[src/rtl/hazard_ctrl_pkg.sv]
// Shared types and constants for the pipeline hazard/stall controller.
package hazard_ctrl_pkg;

    localparam int REG_ADDR_W = 5;
    localparam logic [REG_ADDR_W-1:0] REG_X0 = '0;

    typedef enum logic [1:0] {
        RUN      = 2'd0,
        MEM_WAIT = 2'd1,
        ERROR    = 2'd2
    } state_e;

endpackage

[src/rtl/sat_counter.sv]
// Saturating up-counter with synchronous clear, used for the stall/flush statistics.
module sat_counter #(
    parameter int W = 16
) (
    input  logic         clk_i,
    input  logic         rst_n_i,
    input  logic         inc_i,
    input  logic         clear_i,
    output logic [W-1:0] cnt_o
);

    logic [W-1:0] cnt_q, cnt_d;

    always_comb begin
        cnt_d = cnt_q;
        if (clear_i) begin
            cnt_d = '0;
        end else if (inc_i && (cnt_q != '1)) begin
            cnt_d = cnt_q + W'(1);
        end
    end

    always_ff @(posedge clk_i or negedge rst_n_i) begin
        if (!rst_n_i) begin
            cnt_q <= '0;
        end else begin
            cnt_q <= cnt_d;
        end
    end

    assign cnt_o = cnt_q;

endmodule

[src/rtl/hazard_stall_ctrl.sv]
// Pipeline sequencing controller: load-use bubbles, ID branch flushes and
// multi-cycle data-memory freezes, with a memory-timeout trap and perf counters.
//
// state    | meaning
// ---------+------------------------------------------------------------
// RUN      | normal flow; hazards resolved combinationally each cycle
// MEM_WAIT | data-memory access outstanding, back end frozen until ack
// ERROR    | memory timed out; pipeline frozen until reset
module hazard_stall_ctrl
    import hazard_ctrl_pkg::*;
#(
    parameter int MEM_TIMEOUT = 64,
    parameter int CNT_W       = 16
) (
    input  logic                  clk_i,
    input  logic                  start_i,
    input  logic [REG_ADDR_W-1:0] RS1addr_i,
    input  logic [REG_ADDR_W-1:0] RS2addr_i,
    input  logic                  RS1used_i,
    input  logic                  RS2used_i,
    input  logic                  MemRead_ex_i,
    input  logic [REG_ADDR_W-1:0] RDaddr_ex_i,
    input  logic                  BranchTaken_i,
    input  logic                  mem_req_i,
    input  logic                  mem_ack_i,
    output logic                  PCWrite_o,
    output logic                  IFIDWrite_o,
    output logic                  IFIDFlush_o,
    output logic                  IDEXBubble_o,
    output logic                  PipeFreeze_o,
    output logic                  err_o,
    output logic [CNT_W-1:0]      stall_cnt_o,
    output logic [CNT_W-1:0]      flush_cnt_o
);

    localparam int WAIT_W = $clog2(MEM_TIMEOUT) + 1;
    localparam logic [WAIT_W-1:0] WAIT_LAST = WAIT_W'(MEM_TIMEOUT - 1);

    state_e            state_q, state_d;
    logic [WAIT_W-1:0] wait_q, wait_d;
    logic              mem_stall;
    logic              load_use;

    assign load_use = MemRead_ex_i && (RDaddr_ex_i != REG_X0) &&
                      ((RS1used_i && (RS1addr_i == RDaddr_ex_i)) ||
                       (RS2used_i && (RS2addr_i == RDaddr_ex_i)));

    always_comb begin
        state_d      = state_q;
        wait_d       = wait_q;
        mem_stall    = 1'b0;
        PCWrite_o    = 1'b1;
        IFIDWrite_o  = 1'b1;
        IFIDFlush_o  = 1'b0;
        IDEXBubble_o = 1'b0;
        PipeFreeze_o = 1'b0;

        case (state_q)
            RUN: begin
                wait_d = '0;
                if (mem_req_i && !mem_ack_i) begin
                    mem_stall = 1'b1;
                    state_d   = MEM_WAIT;
                end
            end
            MEM_WAIT: begin
                wait_d = wait_q + WAIT_W'(1);
                if (mem_ack_i) begin
                    state_d = RUN;
                end else begin
                    mem_stall = 1'b1;
                    if (wait_q == WAIT_LAST) begin
                        state_d = ERROR;
                    end
                end
            end
            ERROR: begin
                mem_stall = 1'b1;
            end
            default: begin
                state_d = RUN;
            end
        endcase

        // Memory stall outranks load-use, which in turn swallows a same-cycle branch.
        if (mem_stall) begin
            PCWrite_o    = 1'b0;
            IFIDWrite_o  = 1'b0;
            PipeFreeze_o = 1'b1;
        end else if (load_use) begin
            PCWrite_o    = 1'b0;
            IFIDWrite_o  = 1'b0;
            IDEXBubble_o = 1'b1;
        end else if (BranchTaken_i) begin
            IFIDFlush_o  = 1'b1;
        end
    end

    always_ff @(posedge clk_i or negedge start_i) begin
        if (!start_i) begin
            state_q <= RUN;
            wait_q  <= '0;
        end else begin
            state_q <= state_d;
            wait_q  <= wait_d;
        end
    end

    assign err_o = (state_q == ERROR);

    sat_counter #(.W(CNT_W)) u_stall_cnt (
        .clk_i   (clk_i),
        .rst_n_i (start_i),
        .inc_i   (!PCWrite_o),
        .clear_i (1'b0),
        .cnt_o   (stall_cnt_o)
    );

    sat_counter #(.W(CNT_W)) u_flush_cnt (
        .clk_i   (clk_i),
        .rst_n_i (start_i),
        .inc_i   (IFIDFlush_o),
        .clear_i (1'b0),
        .cnt_o   (flush_cnt_o)
    );

endmodule

[config.mk]
export PLATFORM = sky130hd
export DESIGN_NAME = hazard_stall_ctrl
export DESIGN_NICKNAME = d
export VERILOG_FILES = /design/src/rtl/hazard_ctrl_pkg.sv /design/src/rtl/sat_counter.sv /design/src/rtl/hazard_stall_ctrl.sv
export SDC_FILE = /design/constraint.sdc
export NUM_CORES = 1
export LEC_CHECK = 0
export CORE_MARGIN = 4
export CORE_UTILIZATION = 35
export CTS_CLUSTER_DIAMETER = 30
export DETAILED_ROUTE_END_ITERATION = 10
export RECOVER_POWER = 100
export REMOVE_ABC_BUFFERS = 1
export SETUP_SLACK_MARGIN = 0.15
export SLEW_MARGIN = 20
export SYNTH_ARGS = -nofsm -noshare
export SYNTH_HDL_FRONTEND = slang
export SYNTH_HIERARCHICAL = 1
export SYNTH_SLANG_ARGS = --single-unit
[constraint.sdc]
create_clock -name clk_i -period 2.5 [get_ports clk_i]
set_clock_uncertainty 0.05 [all_clocks]
set_input_delay 0.25 -clock clk_i [delete_from_list [all_inputs] [get_ports clk_i]]
set_output_delay 0.25 -clock clk_i [all_outputs]
set_load 0.01 [all_outputs]
== After elaboration in Yosys (flattened, before gate mapping) ==
Index checks and enable logic that the tools add are counted.
Cells by class
  add/subtract/negate cells: 3
  eq/ne operators: 9
  muxes and demuxes: 16
  bitwise operators: 1
  reductions and logical operators: 14
Operators by type and width (number)
  adder 16 x 1 -> 16 bit (second input constant): 2
  inequality test 16 bit (second input constant): 2
  one-hot mux 7 bit (2 select lines): 1
  equality test 5 bit: 2
  2-to-1 mux 1 bit: 10
  adder 7 x 1 -> 7 bit (second input constant): 1
  equality test 7 x 6 -> 1 bit (second input constant): 1
  logical AND 1 bit: 7
  2-to-1 mux 2 bit: 3
  one-hot mux 2 bit (3 select lines): 1
  nonzero test 5 bit: 1
  inequality test 3 bit (second input constant): 1
  one-hot mux 1 bit (3 select lines): 1
  AND reduction 3 bit: 1
  equality test 2 x 1 -> 1 bit (second input constant): 1
  equality test 2 bit (second input constant): 1
  zero test 1 bit: 2
  zero test 2 bit: 1
  inequality test 2 bit (second input constant): 1
  nonzero test 2 bit: 1
  logical OR 1 bit: 1
  inverter 1 bit: 1
Storage, ports and cells
  flip-flop bits (word level): 41
  input port bits: 23
  output and inout port bits: 38
  word-level logic and storage cells: 47

== Longest topological paths before layout ==
  depth in word-level cells: 8
  depth in mapped cells: 9
  depth with buffers taken out: 7

== Modules after synthesis ==
The synthesis kept the hierarchy.
By module, submodules not included
  sat_counter: times used 2, cells an instance 98, area each 942.2 sq um
  hazard_stall_ctrl: times used 1, cells an instance 66, area each 641.9 sq um

== Worst setup path before layout ==
OpenSTA, ideal clock, no wires.
  kind: in2reg
  start point: input RDaddr_ex_i[1]
  end point: register u_flush_cnt.cnt_q[3] (netlist: u_flush_cnt/cnt_o[3])
  library setup time: 0.077 ns
  arrival: 2.420 ns
  data required time: 2.373 ns
  slack: -0.048 ns
  cell stages on the path: 7
  cell sequence: or4_1 -> o21a_1 -> a211oi_2 -> inv_1 -> clkbuf_1 -> or4_2 -> a21oi_1
Between the ends
  cells in the longest elaborated chain, start to end: 7
  elaborated cells on any way between the ends: 11
  classes of those cells: eq/ne: 2; mux: 2; reduce/logical: 7
RTL lines
  from (decl): RTL line hazard_stall_ctrl.sv:22  | input logic [REG_ADDR_W-1:0] RDaddr_ex_i,
  equality test 5 bit, on equally long branches: RTL line hazard_stall_ctrl.sv:45, hazard_stall_ctrl.sv:46
  logical AND 1 bit, on equally long branches: RTL line hazard_stall_ctrl.sv:45, hazard_stall_ctrl.sv:46
  logical OR 1 bit: RTL line hazard_stall_ctrl.sv:45  | ((RS1used_i && (RS1addr_i == RDaddr_ex_i)) ||
  logical AND 1 bit (*): RTL line hazard_stall_ctrl.sv:44  | assign load_use = MemRead_ex_i && (RDaddr_ex_i != REG_X0) &&
  2-to-1 mux 1 bit (*): RTL line hazard_stall_ctrl.sv:90  | end else if (load_use) begin
  2-to-1 mux 1 bit (*): RTL line hazard_stall_ctrl.sv:86  | if (mem_stall) begin
  net IFIDFlush_o: RTL line hazard_stall_ctrl.sv:28  | output logic IFIDFlush_o,
  logical AND 1 bit (*): RTL line sat_counter.sv:18  | end else if (inc_i && (cnt_q != '1)) begin
  to (signal assigned): RTL line sat_counter.sv:27  | cnt_q <= cnt_d;
  to (decl): RTL line sat_counter.sv:12  | logic [W-1:0] cnt_q, cnt_d;
Mark *: on every way through the listed nets, which the timed path passes. The rest lies on a longest branch.
A chain may end at the register's enable or synchronous reset.

== Final worst setup path ==
  start point: input RDaddr_ex_i[2]
  end point: register u_flush_cnt.cnt_q[6] (netlist: u_flush_cnt/cnt_o[6])
Between the ends
  cells in the longest elaborated chain, start to end: 7
  elaborated cells on any way between the ends: 11
  classes of those cells: eq/ne: 2; mux: 2; reduce/logical: 7
RTL lines (RTL line)
  equality test 5 bit, on equally long branches: hazard_stall_ctrl.sv:45, hazard_stall_ctrl.sv:46
  logical AND 1 bit, on equally long branches: hazard_stall_ctrl.sv:45, hazard_stall_ctrl.sv:46
  logical OR 1 bit: hazard_stall_ctrl.sv:45
  logical AND 1 bit (*): hazard_stall_ctrl.sv:44
  2-to-1 mux 1 bit (*): hazard_stall_ctrl.sv:90
  2-to-1 mux 1 bit (*): hazard_stall_ctrl.sv:86
  logical AND 1 bit (*): sat_counter.sv:18
Every way passes the cells marked *; elsewhere a longest branch is shown, timed or not.

==> results.md <==
- Final hold violation count: 0
- Max-Cap Viols: 0
- Root Buffer: clkbuf_8
- Status: completed
- Starting DRT DRC Count: 97
- Global routing usage on met2: 25.67%
- PnR worst setup slack: about 180 ps
- Post-synth cell types: 44
- Via Count: 2,404
- Vias in the first global route: around 2,400
- Final worst path period share: between 90 and 100%
- Fraction of registers with async set or reset after synthesis: 100.0%
- Actual slew at the worst max-slew pin: 755.2 ps
- Pwr per Cell Area: ~410 nW/um^2
- Largest net degree at the start of global routing: 42
- Dominant synthesized flop cell: dfrtp_1
- ANT cells: 0
- Register share of total power: 46.9%
- CP Data Required Time: 2680 ps
- Num CTS Buffers: 5
- Slew Limit Fails: 0
- EDFF count, synth: 0
- Hold Path Class: flop to flop
- Startpoint types: input pin
- Routed Antenna Nets: 0
- Via density: around 5.4
- First-pass GRT wire length: approximately 11,000 um
- Ys Warns: 6
- Clock Latency Late Sink: 300 ps
- P_leak: 0.001524 uW
- Site Rows: 30
- Count of state elements after synthesis: 41
- Gpl congestion: 0.8078
- Die height: 92.96 um
- Sw frac: about a quarter
- Sequential share of the synthesized area: 40.61%
- Worst-path maximum fanout: 6
- Worst EP arrival: around 2500 ps
- Classification of the worst setup path: input pin to flop
- Clock Sinks: 41
- I/O pins: 61
- TritonCTS clock tree: yes
- Design Power: 1455 uW
- Critical path capture point type: flop
- Layout Nets: 376
- Clock power frac: 39.7%
- Total die area: 8641 sq um
- Max-slew headroom: 49.66%
- Final Setup Violations: 0
- Net Switching: 359.5 uW
- Met3 Use GR: 2.762%
- Minimum clock period: 2316 ps
- Leading area contributor after synthesis: dfrtp_1
- PortBufs: 60
- Most frequent cell after synthesis: dfrtp_1
- Post-Route Setup TNS: 0 ps
- Hpwl dp: 4610 um
- Global route overflow: 0
- RSZ-0062 raised after global routing: true
- Int Pwr: about 1100 uW
- Routing usage on met1: between 20% and 30%
- Cells after Synth: 262
- WL/cell: 15.12 um
- Initial core utilization: 36.58%
- Layout cells sized above 1: between 10% and 20%
- TritonRoute pass-1 iters: 4
- Max clock buf depth: 2
- GRT busiest layer: met2
- DRC errors left: 0
- Total wire length: between 6000 and 7000 um
- Commonest cells post-synth: dfrtp_1, a21oi_1, nand4_1, nand2_1, o31ai_1
- Fmax: between 0.4 and 0.5 GHz
- Synth top area cells: dfrtp_1, a21oi_1, nand4_1
- Syn avg cell area: 9.642 sq um
- Final Util: between 50% and 60%
- Gate power share: 13.4%
- Mapped Area: around 2500 sq um
- Die W: about 93 um
- Clock transition at the registers of the reported paths: roughly 90 ps
- GRT Util Overall: 15.91%
- Synth top area share: 40.61%
- P&R area growth vs syn: 40.61%
- Core box area: 6907 sq um
- Peak supply drop: 0.2061 mV
- Initial antenna violation count: 0
- Place WS: -311.5 ps
- CTS HTree Levels: 2
timing repair:
item                                    4_1_cts  5_1_grt
resized for setup                            19       14
cloned                                        1        0
buffers inserted                              3        7
pin swaps                                     4        3
hold buffers                                  0        1
endpoints found under the setup margin       17       15
hold endpoints to repair                      0       11
area by class of cell:
cell class | count | area [sq um]
Sequential cell | 41 | 1026
Timing Repair Buffer | 91 | 813.3
Clock inverter | 2 | 37.54
Multi-Input combinational cell | 204 | 1443
Clock buffer | 6 | 82.58
Inverter | 7 | 30.03
Tap cell | 96 | 120.1
Fill cell | 664 | 3354
placed cells by master, fill, tap and decap left out, types with 4 or more instances in the layout:
master,instances
nor4_1,6
or3_1,4
nand2_1,14
inv_1,6
or4_1,10
buf_4,18
nand4_1,17
nand3_1,10
nor2b_1,10
a21oi_1,25
and3_1,4
nor2_1,12
dfrtp_1,41
mux2_1,6
and4_2,4
dlygate4sd3_1,34
o21ai_1,7
clkdlybuf4s50_1,18
clkbuf_4,4
xnor2_1,10
dlygate4sd2_1,6
clkbuf_1,5
o31ai_1,14
conb_1,4
clkbuf_8,6
worst paths after layout:
check                               start                    end  slack [ps]  depth (start not counted)
hold / removal                  wait_q[5]              wait_q[5]         430                          1
setup reg to reg               state_q[0]   u_stall_cnt/cnt_o[2]         250                          7
setup / recovery           RDaddr_ex_i[2]   u_flush_cnt/cnt_o[6]         180                          8
min in group asynchronous         start_i  u_flush_cnt/cnt_o[10]         460                          2
max in group asynchronous         start_i   u_stall_cnt/cnt_o[9]         750                          3
hold reg to reg                 wait_q[5]              wait_q[5]         430                          1
worst max-delay path, stage by stage:
cell and delay [ps]:
dlygate4sd2_1 270, or4_1 510, o21a_1 200, a211oi_2 240, inv_1 170, clkbuf_1 190
or4_4 530, a21oi_2 140
power by group through the flow:
| stage | combinational, uW | sequential, uW | clock (uW) |
|---|---|---|---|
| finish | 195 | 683 | 577 |
| global route | 216 | 685 | 625 |
| CTS | 193 | 683 | 595 |
| detailed placement | 181 | 696 | 0 |
| global placement | 180 | 696 | 0 |
| floorplan | 67.4 | 697 | 0 |
stage by stage:
| step | hold WS, ps | std cells | cell area, sq um |
|---|---|---|---|
| finish | 433.4 | 447 | 3552 |
| global route | 473.5 | 447 | 3552 |
| CTS | 85.44 | 438 | 3536 |
| detailed placement | 413.5 | 426 | 3332 |
| global placement | 414.4 | 426 | 3332 |
| floorplan | -95.59 | 252 | 2469 |
layer usage:
layer  share of wire [%]  vias to the layer above
met2                  46                       57
li1                    -                     1172
met1                  48                     1169
met5                   0                        -
met3                 4.2                        6
met4                 1.0                        0
flip-flops by register name (all words and copies together), names as in the netlist:
signal,cells
state_q,2
u_flush_cnt/cnt_o,16
u_stall_cnt/cnt_o,16
wait_q,7
logic make-up (layout without fill, tap and decap cells):
group | count (synthesis) | in the layout | share of synthesized area (%)
xor gates and xnor gates | 10 | 10 | 3.467
and+or+nand+nor | 111 | 111 | 28.23
other | 1 | 4 | 0.1484
buffers and inverters | 20 | 106 | 3.764
adders and majority gates | 3 | 3 | 1.486
AOI/OAI and AO/OA | 62 | 62 | 16.05
muxes | 14 | 14 | 6.241
DFF | 41 | 41 | 40.61
Note: power is estimated with default switching activity, not from simulation.
